## src/rtl/vid_scaler.sv

```systemverilog
// vid_scaler: maps a raster pixel stream onto a DST_W x DST_H address grid.
// Stretch mode scales coordinates by DST/SRC. Wrap mode takes them modulo DST.
// Both modes use stepping accumulators and counters only.
// A two-state lock FSM tracks the raster sequence. Only pixels accepted while
// in sequence produce an address, two cycles after pix_en.
// Ports:
//   clk, reset_n          clock, asynchronous active-low reset
//   pix_en                pixel strobe
//   pixel_column/row      source coordinates (PW bits)
//   mode                  0 = stretch, 1 = wrap (latched at pixel (0,0))
//   vid_addr              {dst_row, dst_col}, registered
//   out_valid             vid_addr valid this cycle
//   sync_lost             sequence violation seen, waiting for (0,0)
module vid_scaler #(
    parameter int unsigned SRC_W = 1024,
    parameter int unsigned SRC_H = 768,
    parameter int unsigned DST_W = 128,
    parameter int unsigned DST_H = 128,
    parameter int unsigned PW    = 12,
    localparam int unsigned CW   = $clog2(DST_W),
    localparam int unsigned RW   = $clog2(DST_H)
) (
    input  logic              clk,
    input  logic              reset_n,
    input  logic              pix_en,
    input  logic [PW-1:0]     pixel_column,
    input  logic [PW-1:0]     pixel_row,
    input  logic              mode,
    output logic [RW+CW-1:0]  vid_addr,
    output logic              out_valid,
    output logic              sync_lost
);

    // Accumulators hold a remainder below SRC, plus one DST step of headroom.
    localparam int unsigned AW = $clog2(SRC_W + SRC_H + DST_W + DST_H) + 1;

    typedef enum logic {UNSYNC = 1'b0, LOCKED = 1'b1} state_t;

    state_t          state_q;
    logic [PW-1:0]   last_c_q, last_r_q;
    logic [AW-1:0]   acc_c_q, acc_r_q, acc_c_d, acc_r_d, acc_c_sum, acc_r_sum;
    logic [CW-1:0]   col_q, col_d;
    logic [RW-1:0]   row_q, row_d;
    logic            mode_q;
    logic            s1_valid_q;
    logic            is_origin, row_end, frame_end, step_col, step_row, legal;

    // Sequence check against the last accepted pixel, and next scaled position.
    always_comb begin
        is_origin = (pixel_column == '0) && (pixel_row == '0);
        row_end   = (last_c_q == PW'(SRC_W - 1));
        frame_end = row_end && (last_r_q == PW'(SRC_H - 1));
        step_col  = !row_end && (pixel_column == last_c_q + PW'(1))
                    && (pixel_row == last_r_q);
        step_row  = row_end && !frame_end && (pixel_column == '0)
                    && (pixel_row == last_r_q + PW'(1));
        if (state_q == LOCKED) begin
            legal = step_col || step_row || (frame_end && is_origin);
        end else begin
            legal = is_origin;
        end

        acc_c_sum = acc_c_q + AW'(DST_W);
        acc_r_sum = acc_r_q + AW'(DST_H);
        col_d     = '0;
        row_d     = '0;
        acc_c_d   = '0;
        acc_r_d   = '0;

        if (is_origin) begin
            // Frame start: everything restarts at zero in either mode.
        end else if (step_col) begin
            row_d   = row_q;
            acc_r_d = acc_r_q;
            if (mode_q) begin
                acc_c_d = acc_c_q;
                col_d   = (col_q == CW'(DST_W - 1)) ? '0 : col_q + CW'(1);
            end else if (acc_c_sum >= AW'(SRC_W)) begin
                acc_c_d = acc_c_sum - AW'(SRC_W);
                col_d   = col_q + CW'(1);
            end else begin
                acc_c_d = acc_c_sum;
                col_d   = col_q;
            end
        end else if (step_row) begin
            // Column side restarts at zero; only the row side steps.
            if (mode_q) begin
                acc_r_d = acc_r_q;
                row_d   = (row_q == RW'(DST_H - 1)) ? '0 : row_q + RW'(1);
            end else if (acc_r_sum >= AW'(SRC_H)) begin
                acc_r_d = acc_r_sum - AW'(SRC_H);
                row_d   = row_q + RW'(1);
            end else begin
                acc_r_d = acc_r_sum;
                row_d   = row_q;
            end
        end
    end

    // Lock FSM, scaling state and two-stage output pipeline.
    always_ff @(posedge clk or negedge reset_n) begin
        if (!reset_n) begin
            state_q    <= UNSYNC;
            last_c_q   <= '0;
            last_r_q   <= '0;
            acc_c_q    <= '0;
            acc_r_q    <= '0;
            col_q      <= '0;
            row_q      <= '0;
            mode_q     <= 1'b0;
            s1_valid_q <= 1'b0;
            vid_addr   <= '0;
            out_valid  <= 1'b0;
            sync_lost  <= 1'b0;
        end else begin
            s1_valid_q <= 1'b0;
            out_valid  <= s1_valid_q;
            if (s1_valid_q) begin
                vid_addr <= {row_q, col_q};
            end
            if (pix_en) begin
                if (legal) begin
                    state_q    <= LOCKED;
                    sync_lost  <= 1'b0;
                    s1_valid_q <= 1'b1;
                    last_c_q   <= pixel_column;
                    last_r_q   <= pixel_row;
                    acc_c_q    <= acc_c_d;
                    acc_r_q    <= acc_r_d;
                    col_q      <= col_d;
                    row_q      <= row_d;
                    if (is_origin) begin
                        mode_q <= mode;
                    end
                end else if (state_q == LOCKED) begin
                    state_q   <= UNSYNC;
                    sync_lost <= 1'b1;
                end
            end
        end
    end

endmodule

```

## config.mk

```make
export PLATFORM = sky130hd
export DESIGN_NAME = vid_scaler
export DESIGN_NICKNAME = d
export VERILOG_FILES = /design/src/rtl/vid_scaler.sv
export SDC_FILE = /design/constraint.sdc
export NUM_CORES = 1
export LEC_CHECK = 0
export ABC_CLOCK_PERIOD_IN_PS = 3700
export CAP_MARGIN = 20
export CORE_MARGIN = 1
export CORE_UTILIZATION = 57
export DETAILED_ROUTE_END_ITERATION = 16
export GPL_ROUTABILITY_DRIVEN = 0
export GPL_TIMING_DRIVEN = 0
export PLACE_DENSITY = 0.8
export SYNTH_ARGS = -nofsm -noshare
export SYNTH_HDL_FRONTEND = slang
export SYNTH_SLANG_ARGS = --single-unit
```

## constraint.sdc

```tcl
create_clock -name clk -period 3.7 [get_ports clk]
set_input_delay 0.74 -clock clk [delete_from_list [all_inputs] [get_ports clk]]
set_output_delay 0.74 -clock clk [all_outputs]
set_load 0.005 [all_outputs]
```

==> results of run 1 <==
[synthesized netlist by cell type, drive strengths merged (9+ instances only)]
library cell,instances
a21oi,19
o31ai,13
nand2,90
nor2,13
inv,18
ha,9
nand4,11
xnor2,22
mux2,16
nand3,24
clkbuf,13
o21ai,19
dfrtp,67
nor4,9
xor2,15
[metal layers]
layer / wire [um] / track usage [%] / vias up
met1: 4340 / 39.1 / 1782
met3: 614 / 5.05 / 14
met4: 99 / 6.06 / 0
met2: 4790 / 46.8 / 146
met5: 0 / 0 / -
li1: - / - / 1704
[cells by family after synthesis]
kind of cell | after synthesis
buf+inv | 38
compound gates | 86
fa+ha+maj | 9
mux | 19
flops | 67
simple gates | 191
xor+xnor | 37
[area by class of cell]
type	count	area [um2]	share of cell area (%)
Multi-Input combinational cell	342	2240	46.1
Sequential cell	67	1680	34.5
Timing Repair Buffer	42	415	8.55
Clock buffer	9	124	2.55
Clock inverter	7	124	2.55
Tap cell	96	120	2.47
Buffer	20	90.1	1.86
Inverter	18	67.6	1.39
[state kept, by name, summed over array words and instances, names as in the netlist]
name and flops:
vid_addr 14, last_c_q 12, last_r_q 12, col_q 7, row_q 7, acc_c_q 5
acc_r_q 5, mode_q 1, out_valid 1, s1_valid_q 1, state_q 1, sync_lost 1
[placed cells by master, fill, tap and decap left out, types with 13 or more instances in the layout]
cell | netlist | layout
a21oi_1 | 19 | 19
clkdlybuf4s50_1 | 0 | 40
dfrtp_1 | 67 | 67
inv_1 | 17 | 17
mux2_2 | 16 | 16
nand2_1 | 90 | 90
nand3_1 | 22 | 22
nor2_1 | 13 | 13
o21ai_0 | 18 | 18
xnor2_1 | 22 | 22
xor2_1 | 15 | 15
[metrics by stage]
step / setup TNS, ns / power [W] / util, % / cell area (um2)
after global placement: -25.86 / 0.00195 / 67.4 / 4600
after detailed placement: -6.51 / 0.00200 / 67.3 / 4600
final: 0 / 0.00277 / 71.1 / 4860
after global routing: 0 / 0.00293 / 71.1 / 4860
after floorplan: 0 / 0.00171 / - / 4070
after CTS: 0 / 0.00276 / 71.0 / 4850
[final timing paths]
kind | startpoint | endpoint | slack, ns | cells after the start
setup / recovery | pixel_row[6] | last_r_q[6] | 0.20 | 11
hold / removal | reset_n | last_c_q[3] | 0.48 | 1
setup reg to reg | last_c_q[0] | last_r_q[6] | 0.41 | 11
hold reg to reg | vid_addr[6] | vid_addr[6] | 0.51 | 1
max in group asynchronous | reset_n | row_q[2] | 2.67 | 1
min in group clk | vid_addr[6] | vid_addr[6] | 0.51 | 1
[timing repair]
action | CTS | global route
buffers inserted | 0 | 1
endpoints found under the setup margin | 0 | 27
gates resized for setup | 0 | 0
[power by group through the flow]
| stage | sequential [W] | combinational, W | clock [W] |
|---|---|---|---|
| final | 0.00116 | 0.000845 | 0.000762 |
| after global routing | 0.00120 | 0.000935 | 0.000801 |
| after CTS | 0.00115 | 0.000841 | 0.000766 |
| after detailed placement | 0.00117 | 0.000829 | 0 |
| after global placement | 0.00115 | 0.000795 | 0 |
| after floorplan | 0.00111 | 0.000597 | 0 |
==> flow_summary.rst, run 1 <==
.. list-table::
   :header-rows: 1

   * - Metric
     - Value
   * - Final-layout worst hold slack
     - about 0.48 ns
   * - Async SR Flop Fraction
     - 100%
   * - Clock Power Share
     - 27.5%
   * - Final hold violation count
     - 0
   * - Total congestion overflow after global routing
     - 0
   * - Instance count of the mapped netlist
     - about 450
   * - Area fraction in compound gates after synthesis
     - 15.0%
   * - Half-perimeter wire length after detailed placement
     - 7.00 mm
   * - Post-synth top area cell
     - dfrtp_1
   * - Total power per unit cell area
     - 570 nW/um2
   * - DRT Wirelength
     - ~10 mm
   * - Root Buffer
     - clkbuf_8
   * - Worst min-delay path category
     - input port to asynchronous set/reset pin
   * - Critical path data arrival time
     - approximately 3.7 ns
   * - Total of max-cap violations
     - 0
   * - P&R area growth vs syn
     - 19.2%
   * - Aggregate global-route resource usage
     - 28.3%
   * - Yosys warns
     - 0
   * - Yosys reg bits
     - 67
   * - Pre-CTS WS
     - -0.225 ns
   * - Post-route clock period utilization
     - 94.6%
   * - Top-area cell type share of the netlist area
     - 41.2%
   * - Via count of the routed design
     - 3,646
   * - DR iter-0 viols
     - about 340
   * - Post-CTS clock slew at the launch and capture registers of the worst setup and hold paths
     - approximately 0.08 ns
   * - Number of endpoints failing setup at the final stage
     - 0
   * - Simple-Gate Fraction of Synth Area
     - between 20% and 30%
   * - Final number of max-transition violations
     - 0
   * - Net switching power of the design
     - 0.000997 W
   * - Post-Synthesis Mean Instance Area
     - between 9 and 10 um2
   * - Worst path setup slack after routing
     - 0.199 ns
   * - Die footprint
     - between 7000 and 8000 um2
   * - Arithmetic-cell share of the synthesized area counting full adders, half adders and majority gates
     - 2.76%
   * - Final non-filler cell total
     - about 600
   * - H-tree depth reported by CTS
     - 3
   * - Unrepaired setup endpoints after global routing
     - false
   * - Largest net degree at the start of global routing
     - 68
   * - Stage delay of the slowest cell on the critical path
     - around 0.48 ns
   * - Initial Util
     - 59.6%
   * - Count of hold-fix buffers inserted at cts
     - 0
   * - Max Clock Skew
     - 0.0125 ns
   * - Worst Max-Slew Pin Slew
     - 0.829 ns
   * - WS Path Type
     - input port to flip-flop
   * - Number of enable flip-flop cells after synthesis
     - 0
   * - Buf+Inv Stages, Crit Path
     - 3
   * - Vias in the first global route
     - 3,424
   * - Clock Path Buffers
     - 2
   * - Final worst path period need
     - roughly 3.5 ns
   * - Predominant post-synthesis flop cell
     - dfrtp_1
   * - Largest vdd supply drop
     - 0.376 mV
   * - Outcome
     - finished clean
   * - Global-route wire length before repair
     - 16.4 mm
   * - Top cells by area, synth
     - dfrtp_1, nand2_1, xnor2_1
   * - Drt drc
     - 0
   * - Width of the die
     - a little under 90 um
   * - Cell internal pwr
     - 0.00177 W
   * - Sw Ratio
     - 36.0%
   * - Total CTS buffers
     - 9
   * - Antenna violations before repair
     - 0
   * - Fillers
     - about 540
   * - Post-Synthesis Net Count
     - 484
   * - Combinational power share
     - 30.5%
   * - Maximum clock frequency
     - 0.286 GHz
   * - Diodes inserted
     - 0
   * - Average wire per standard cell
     - around 16 um
   * - Share of power burned in registers
     - 42.0%
   * - Cell Area, Synth
     - 4070 um2
   * - Clock latency of the later-clocked register in the worst-skew pair
     - 0.35 ns
   * - Slowest-stage cell, CP
     - clkdlybuf4s50_1
   * - Area share of xor/xnor cells in the synthesized design
     - 7.96%
   * - Cells after DPL
     - 584
   * - Placement row count
     - 30
   * - Gate family responsible for the most delay along the worst path
     - simple AND/OR/NAND/NOR gates
   * - Number of I/O port buffers
     - 41
   * - Sink count of the clock tree
     - 67
   * - Chain of cells forming the critical path
     - clkdlybuf4s50_1, xnor2_1, nand4_1, or4_1, nor4b_1, nand4b_1, a31o_4, buf_2, clkbuf_1, nand2_1, nand2_1
   * - I/O Pins
     - 44
   * - Y dimension of the die
     - 86.5 um
   * - Element type at the critical path end
     - flip-flop
   * - Post-DRT Antenna Nets
     - 0
   * - TritonCTS clock tree
     - done
   * - Standard cell core area
     - 6830 um2
   * - Part of the Yosys area used for sequential elements
     - about two fifths
   * - Worst max-slew margin expressed relative to the limit
     - 44.7%
   * - Count of unique library cells instantiated by Yosys
     - 57
   * - Required time worst endpoint
     - 3.93 ns
   * - Crit start category
     - input port
   * - Main combinational cell family by area after synthesis
     - simple AND/OR/NAND/NOR gates
   * - Cell occurring most often along the worst timing path
     - nand2_1
   * - 1st-pass router iterations
     - 5
   * - Proportion of synthesized area in mux cells
     - about 5.2%
   * - Leakage power of the design
     - 2.16 nW
   * - Highest fanout seen on the critical path
     - 10
   * - Vias per cell
     - a little over 6
   * - Fraction of final layout cells sized beyond drive strength 1
     - a little over a tenth
   * - Final #Nets
     - 537
Note: power is estimated with default switching activity, not from simulation.
==> run 2: changes to the inputs <==
--- a/config.mk
+++ b/config.mk
@@ -13,6 +13,7 @@
 export GPL_ROUTABILITY_DRIVEN = 0
 export GPL_TIMING_DRIVEN = 0
 export PLACE_DENSITY = 0.8
+export SETUP_SLACK_MARGIN = 0.3
 export SYNTH_ARGS = -nofsm -noshare
 export SYNTH_HDL_FRONTEND = slang
 export SYNTH_SLANG_ARGS = --single-unit
==> flow_summary.rst, run 2 (synthesized netlist as in run 1, its figures left out) <==
.. list-table::
   :header-rows: 1

   * - Metric
     - Value
   * - Outcome
     - finished clean
   * - Element type at the critical path end
     - flip-flop
   * - Fillers
     - 528
   * - Slowest-stage cell, CP
     - clkdlybuf4s50_1
   * - Fraction of final layout cells sized beyond drive strength 1
     - 12.5%
   * - Vias in the first global route
     - approximately 3,400
   * - DRT Wirelength
     - between 9 and 10 mm
   * - Final worst path period need
     - roughly 3.3 ns
   * - R2R cell count
     - 12
   * - Cell occurring most often along the worst timing path
     - nand2_1
   * - Leakage power of the design
     - 2.17 nW
   * - Root Buffer
     - clkbuf_8
   * - Crit start category
     - input port
   * - Antenna violations before repair
     - 0
   * - Post-route clock period utilization
     - 89.8%
   * - Largest vdd supply drop
     - about 0.38 mV
   * - Final non-filler cell total
     - 602
   * - Finished layout cell area
     - 4900 um2
   * - Cell area after placement
     - roughly 4600 um2
   * - Total CTS buffers
     - 9
   * - Drt drc
     - 0
   * - Total power per unit cell area
     - 568 nW/um2
   * - Critical path data arrival time
     - 3.60 ns
   * - Register name with the most flops
     - vid_addr
   * - Reg-to-reg critical path startpoint
     - last_r_q[0]
   * - Worst Max-Slew Pin Slew
     - 0.825 ns
   * - Standard cell core area
     - ~6800 um2
   * - Half-perimeter wire length after detailed placement
     - 7.00 mm
   * - Total congestion overflow after global routing
     - 0
   * - Total of max-cap violations
     - 0
   * - FF-to-FF setup slack
     - 0.45 ns
   * - Buf+Inv Stages, Crit Path
     - 4
   * - Diodes inserted
     - 0
   * - DR iter-0 viols
     - 317
   * - Aggregate global-route resource usage
     - 28.4%
   * - Number of endpoints failing setup at the final stage
     - 0
   * - H-tree depth reported by CTS
     - 3
   * - Clock latency of the later-clocked register in the worst-skew pair
     - 0.35 ns
   * - I/O Pins
     - 44
   * - Average wire per standard cell
     - 16.5 um
   * - Chain of cells forming the critical path
     - clkdlybuf4s50_1, xnor2_2, nand2_1, or4_1, nor4b_2, nand4b_1, a31o_4, inv_2, buf_4, buf_4, nand2_1, nand2_1
   * - Number of flip-flops in the largest register
     - 14
   * - Die footprint
     - 7490 um2
   * - Largest net degree at the start of global routing
     - just under 70
   * - Count of hold-fix buffers inserted at cts
     - 0
   * - Worst min-delay path category
     - input port to asynchronous set/reset pin
   * - Unrepaired setup endpoints after global routing
     - false
   * - Number of I/O port buffers
     - 41
   * - Final number of max-transition violations
     - 0
   * - Sink count of the clock tree
     - 67
   * - Final #Nets
     - 538
   * - Stage delay of the slowest cell on the critical path
     - 0.58 ns
   * - Placement row count
     - 30
   * - Gate family responsible for the most delay along the worst path
     - simple AND/OR/NAND/NOR gates
   * - Width of the die
     - 86.5 um
   * - Final hold violation count
     - 0
   * - Maximum clock frequency
     - roughly 0.3 GHz
   * - Post-CTS clock slew at the launch and capture registers of the worst setup and hold paths
     - 0.08 ns
   * - TritonCTS clock tree
     - done
   * - Leading cell type in the layout, fill and taps excluded
     - nand2_1
   * - Global-route wire length before repair
     - around 16 mm
   * - Highest-count cells in the layout ignoring fill and taps
     - nand2_1, dfrtp_1, clkdlybuf4s50_1
   * - Vias per cell
     - 6.00
   * - Cells after DPL
     - 584
   * - 1st-pass router iterations
     - 5
   * - Highest fanout seen on the critical path
     - 10
   * - Required time worst endpoint
     - 3.98 ns
   * - Registers with the highest flip-flop counts
     - vid_addr x14, last_c_q x12, last_r_q x12
   * - Via count of the routed design
     - 3,611
   * - P&R area growth vs syn
     - 20.4%
   * - Worst max-slew margin expressed relative to the limit
     - between 40% and 50%
   * - Worst reg2reg path endpoint
     - last_r_q[6]
   * - Post-DRT Antenna Nets
     - 0
   * - Clock Path Buffers
     - 2
   * - Y dimension of the die
     - 86.5 um
   * - Max Clock Skew
     - 0.0123 ns
   * - Initial Util
     - 59.6%
   * - WS Path Type
     - input port to flip-flop
run 2: changes by cell type in the layout (fill, tap and decap cells not counted), sizes merged:
cell    previous run  this run
buf                9         8
clkbuf            22        24
run 2: cell type report:
| type | instances | area [um2] | area share, % |
|---|---|---|---|
| plain buffers | 20 | 97.6 | 1.99 |
| repair buffers | 43 | 423 | 8.62 |
| inverters | 18 | 67.6 | 1.38 |
| clock buffers | 9 | 124 | 2.53 |
| flip-flops and latches | 67 | 1680 | 34.2 |
| clock inverters | 7 | 124 | 2.53 |
| multi-input cells | 342 | 2270 | 46.3 |
| well taps | 96 | 120 | 2.45 |
run 2: timing repair:
action                                 CTS  global route
endpoints found under the hold margin    0             0
gates resized for setup                  1            12
pin swaps                                1             2
buffers inserted                         1             1
setup endpoints to repair               40            33
run 2: worst register-to-register path: stages, from the launching register on:
cell and delay, ns:
dfrtp_1 0.51, ha_2 0.30, nand4_2 0.17, or3_1 0.39, a22o_1 0.25, a2111oi_4 0.37, nand3_4 0.18, a31o_4 0.29
inv_2 0.11, buf_4 0.20, buf_4 0.21, nand2_1 0.09, nand2_1 0.10
run 2: metrics by stage:
stage	TNS, ns	setup slack, ns	utilization (%)	hold slack [ns]	power, W
2_1_floorplan	0	0.832	-	0.444	0.00171
3_3_place_gp	-25.86	-0.333	67.4	0.491	0.00195
3_5_place_dp	-6.51	-0.225	67.3	0.495	0.00200
4_1_cts	0	0.321	71.2	0.512	0.00277
5_1_grt	0	0.303	71.8	0.527	0.00295
6_report	0	0.376	71.8	0.468	0.00279
run 2: worst max path at each step:
| stage | slack [ns] | from | cells after the start | to |
|---|---|---|---|---|
| 2_1_floorplan | 0.83 | pixel_row[0] | 8 | acc_r_q[7] |
| 3_3_place_gp | -0.33 | reset_n | 1 | acc_c_q[11] |
| 3_5_place_dp | -0.22 | pixel_row[6] | 11 | acc_c_q[11] |
| 4_1_cts | 0.32 | pixel_row[0] | 11 | acc_c_q[11] |
| 5_1_grt | 0.30 | pixel_row[0] | 12 | last_r_q[6] |
| 6_report | 0.38 | pixel_row[0] | 12 | last_r_q[6] |
run 2: where the power goes:
part / internal (W) / switching [W]
Sequential: 0.000923 / 0.000244
Clock: 0.000452 / 0.000308
Combinational: 0.000408 / 0.000452
Total: 0.00178 / 0.00100
run 2: layer usage:
layer	share of wire (%)	wire (um)	track usage (%)
met1	45	4490	39.0
met2	48	4800	47.0
met3	5.3	530	5.14
met4	0.93	92	6.52
met5	0	0	0
==> run 3: changes to the inputs <==
--- a/config.mk
+++ b/config.mk
@@ -12,7 +12,7 @@
 export DETAILED_ROUTE_END_ITERATION = 16
 export GPL_ROUTABILITY_DRIVEN = 0
 export GPL_TIMING_DRIVEN = 0
-export PLACE_DENSITY = 0.8
+export PLACE_DENSITY_LB_ADDON = 0.05
 export SETUP_SLACK_MARGIN = 0.3
 export SYNTH_ARGS = -nofsm -noshare
 export SYNTH_HDL_FRONTEND = slang
==> flow_summary.rst, run 3 (synthesized netlist as in run 1, its figures left out) <==
.. list-table::
   :header-rows: 1

   * - Metric
     - Value
   * - Total congestion overflow after global routing
     - 0
   * - Max Clock Skew
     - 0.00823 ns
   * - P&R area growth vs syn
     - 19.1%
   * - Worst Max-Slew Pin Slew
     - 0.826 ns
   * - H-tree depth reported by CTS
     - 3
   * - Y dimension of the die
     - 86.5 um
   * - Final hold violation count
     - 0
   * - Register area
     - ~1700 um2
   * - WS Path Type
     - input port to flip-flop
   * - Reg-to-reg critical path startpoint
     - last_r_q[0]
   * - Initial Util
     - 59.6%
   * - Total area of multi-input combinational cells
     - about 2300 um2
   * - Maximum clock frequency
     - just over 0.3 GHz
   * - Post-DRT Antenna Nets
     - 0
   * - Outcome
     - finished clean
   * - Register name with the most flops
     - vid_addr
   * - Standard cell core area
     - 6830 um2
   * - Via count of the routed design
     - 3,481
   * - Final worst path period need
     - 3.27 ns
   * - Post-CTS clock slew at the launch and capture registers of the worst setup and hold paths
     - roughly 0.080 ns
   * - Highest-count cells in the layout ignoring fill and taps
     - nand2_1, dfrtp_1, clkdlybuf4s50_1
   * - Final-layout worst hold slack
     - 0.476 ns
   * - Cell occurring most often along the worst timing path
     - nand2_1
   * - Total CTS buffers
     - 9
   * - Global routing met2 resource utilization
     - between 40% and 50%
   * - Leading cell type in the layout, fill and taps excluded
     - nand2_1
   * - DR iter-0 viols
     - 210
   * - Root Buffer
     - clkbuf_8
   * - Registers with the highest flip-flop counts
     - vid_addr x14, last_c_q x12, last_r_q x12
   * - Slowest-stage cell, CP
     - clkdlybuf4s50_1
   * - Final #Nets
     - 539
   * - Worst min-delay path category
     - input port to asynchronous set/reset pin
   * - Cell area after placement
     - 4600 um2
   * - Post-route clock period utilization
     - 88.2%
   * - Buf+Inv Stages, Crit Path
     - 3
   * - Final number of max-transition violations
     - 0
   * - Chain of cells forming the critical path
     - clkdlybuf4s50_1, nor4_2, and3_1, nand4_1, a2111oi_4, nand3_4, a31o_4, buf_2, clkbuf_2, nand2_1, nand2_1
   * - 1st-pass router iterations
     - 4
   * - Vias in the first global route
     - 3,430
   * - DRT Wirelength
     - 9.56 mm
   * - Placement row count
     - 30
   * - Met3 Usage GRT
     - 3.90%
   * - Global-route wire length before repair
     - 15.9 mm
   * - Stage delay of the slowest cell on the critical path
     - 0.51 ns
   * - Clock Path Buffers
     - 2
   * - Largest vdd supply drop
     - 0.322 mV
   * - I/O Pins
     - 44
   * - Number of endpoints failing setup at the final stage
     - 0
   * - Diodes inserted
     - 0
   * - Worst reg2reg path endpoint
     - last_c_q[8]
   * - Number of flip-flops in the largest register
     - 14
   * - Clock latency of the later-clocked register in the worst-skew pair
     - 0.34 ns
   * - Antenna violations before repair
     - 0
   * - Total of max-cap violations
     - 0
   * - Gate family responsible for the most delay along the worst path
     - simple AND/OR/NAND/NOR gates
   * - FF-to-FF setup slack
     - roughly 0.5 ns
   * - Fillers
     - 550
   * - Die footprint
     - 7490 um2
   * - Highest fanout seen on the critical path
     - 10
   * - Leakage power of the design
     - 2.16 nW
   * - Crit start category
     - input port
   * - TritonCTS clock tree
     - done
   * - Met1 Track Usage GR
     - 34.4%
   * - Width of the die
     - 86.5 um
   * - Fraction of final layout cells sized beyond drive strength 1
     - 11.8%
   * - Aggregate global-route resource usage
     - 27.5%
   * - Required time worst endpoint
     - 3.93 ns
   * - Critical path data arrival time
     - 3.49 ns
   * - Vias per cell
     - 5.77
   * - R2R cell count
     - 11
   * - Drt drc
     - 0
   * - Element type at the critical path end
     - flip-flop
   * - Worst max-slew margin expressed relative to the limit
     - 44.9%
   * - Total power per unit cell area
     - approximately 540 nW/um2
   * - Largest net degree at the start of global routing
     - 68
   * - Sink count of the clock tree
     - between 60 and 70
   * - Most Used Layer, Global Route
     - met2
   * - Count of hold-fix buffers inserted at cts
     - 0
   * - Number of I/O port buffers
     - a little over 40
   * - Finished layout cell area
     - 4850 um2
   * - Average wire per standard cell
     - 15.9 um
   * - Unrepaired setup endpoints after global routing
     - false
   * - Half-perimeter wire length after detailed placement
     - around 6.8 mm
## run 3: cell types whose count changed in the layout (fill, tap and decap cells not counted), moves of 2 or more
cell / before / now
buf_4: 5 / 7
bufinv_16: 3 / 1
clkbuf_4: 2 / 0
clkbuf_8: 9 / 11
## run 3: routing by layer
| metal | vias to the layer above | wire length [um] |
|---|---|---|
| li1 | 1716 | - |
| met3 | 17 | 427 |
| met2 | 101 | 4810 |
| met5 | - | 0 |
| met1 | 1647 | 4140 |
| met4 | 0 | 177 |
## run 3: cell type report
class                           count  share of cell area (%)
Buffer                             20                    1.99
Clock buffer                       13                    3.28
Clock inverter                      3                   0.954
Inverter                           18                    1.39
Multi-Input combinational cell    342                    46.5
Sequential cell                    67                    34.6
Tap cell                           96                    2.48
Timing Repair Buffer               44                    8.87
## run 3: power by group
group	internal (W)	leakage [nW]	switching (W)	total, W
Sequential	0.000924	0.883	0.000235	0.00116
Clock	0.000350	0.0998	0.000280	0.000630
Combinational	0.000401	1.17	0.000432	0.000833
Total	0.00167	2.16	0.000946	0.00262
## run 3: worst max-delay path by stage
stage	startpoint	endpoint	slack, ns	depth (start not counted)
finish	pixel_column[9]	last_c_q[8]	0.43	11
global route	pixel_row[0]	last_c_q[4]	0.30	12
CTS	pixel_row[0]	last_r_q[10]	0.31	11
detailed placement	pixel_row[0]	last_c_q[8]	-0.20	11
global placement	reset_n	col_q[2]	-0.37	1
floorplan	pixel_row[0]	acc_r_q[7]	0.83	8
## run 3: repair_timing
| item | 4_1_cts | 5_1_grt |
|---|---|---|
| buffers inserted | 1 | 2 |
| hold endpoints to repair | 0 | 0 |
| gates resized for setup | 2 | 8 |
| gates cloned | 0 | 0 |
| pin swaps | 1 | 1 |
| setup endpoints to repair | 37 | 43 |
## run 3: metrics by stage
stage | utilization, % | power [W] | setup slack (ns) | std cells | TNS (ns)
after detailed placement | 67.3 | 0.00199 | -0.196 | 584 | -5.30
after global routing | 71.0 | 0.00281 | 0.298 | 603 | 0
after global placement | 67.4 | 0.00195 | -0.366 | 584 | -27.36
after floorplan | - | 0.00171 | 0.832 | 447 | 0
final | 71.0 | 0.00262 | 0.435 | 603 | 0
after CTS | 70.5 | 0.00262 | 0.309 | 601 | 0
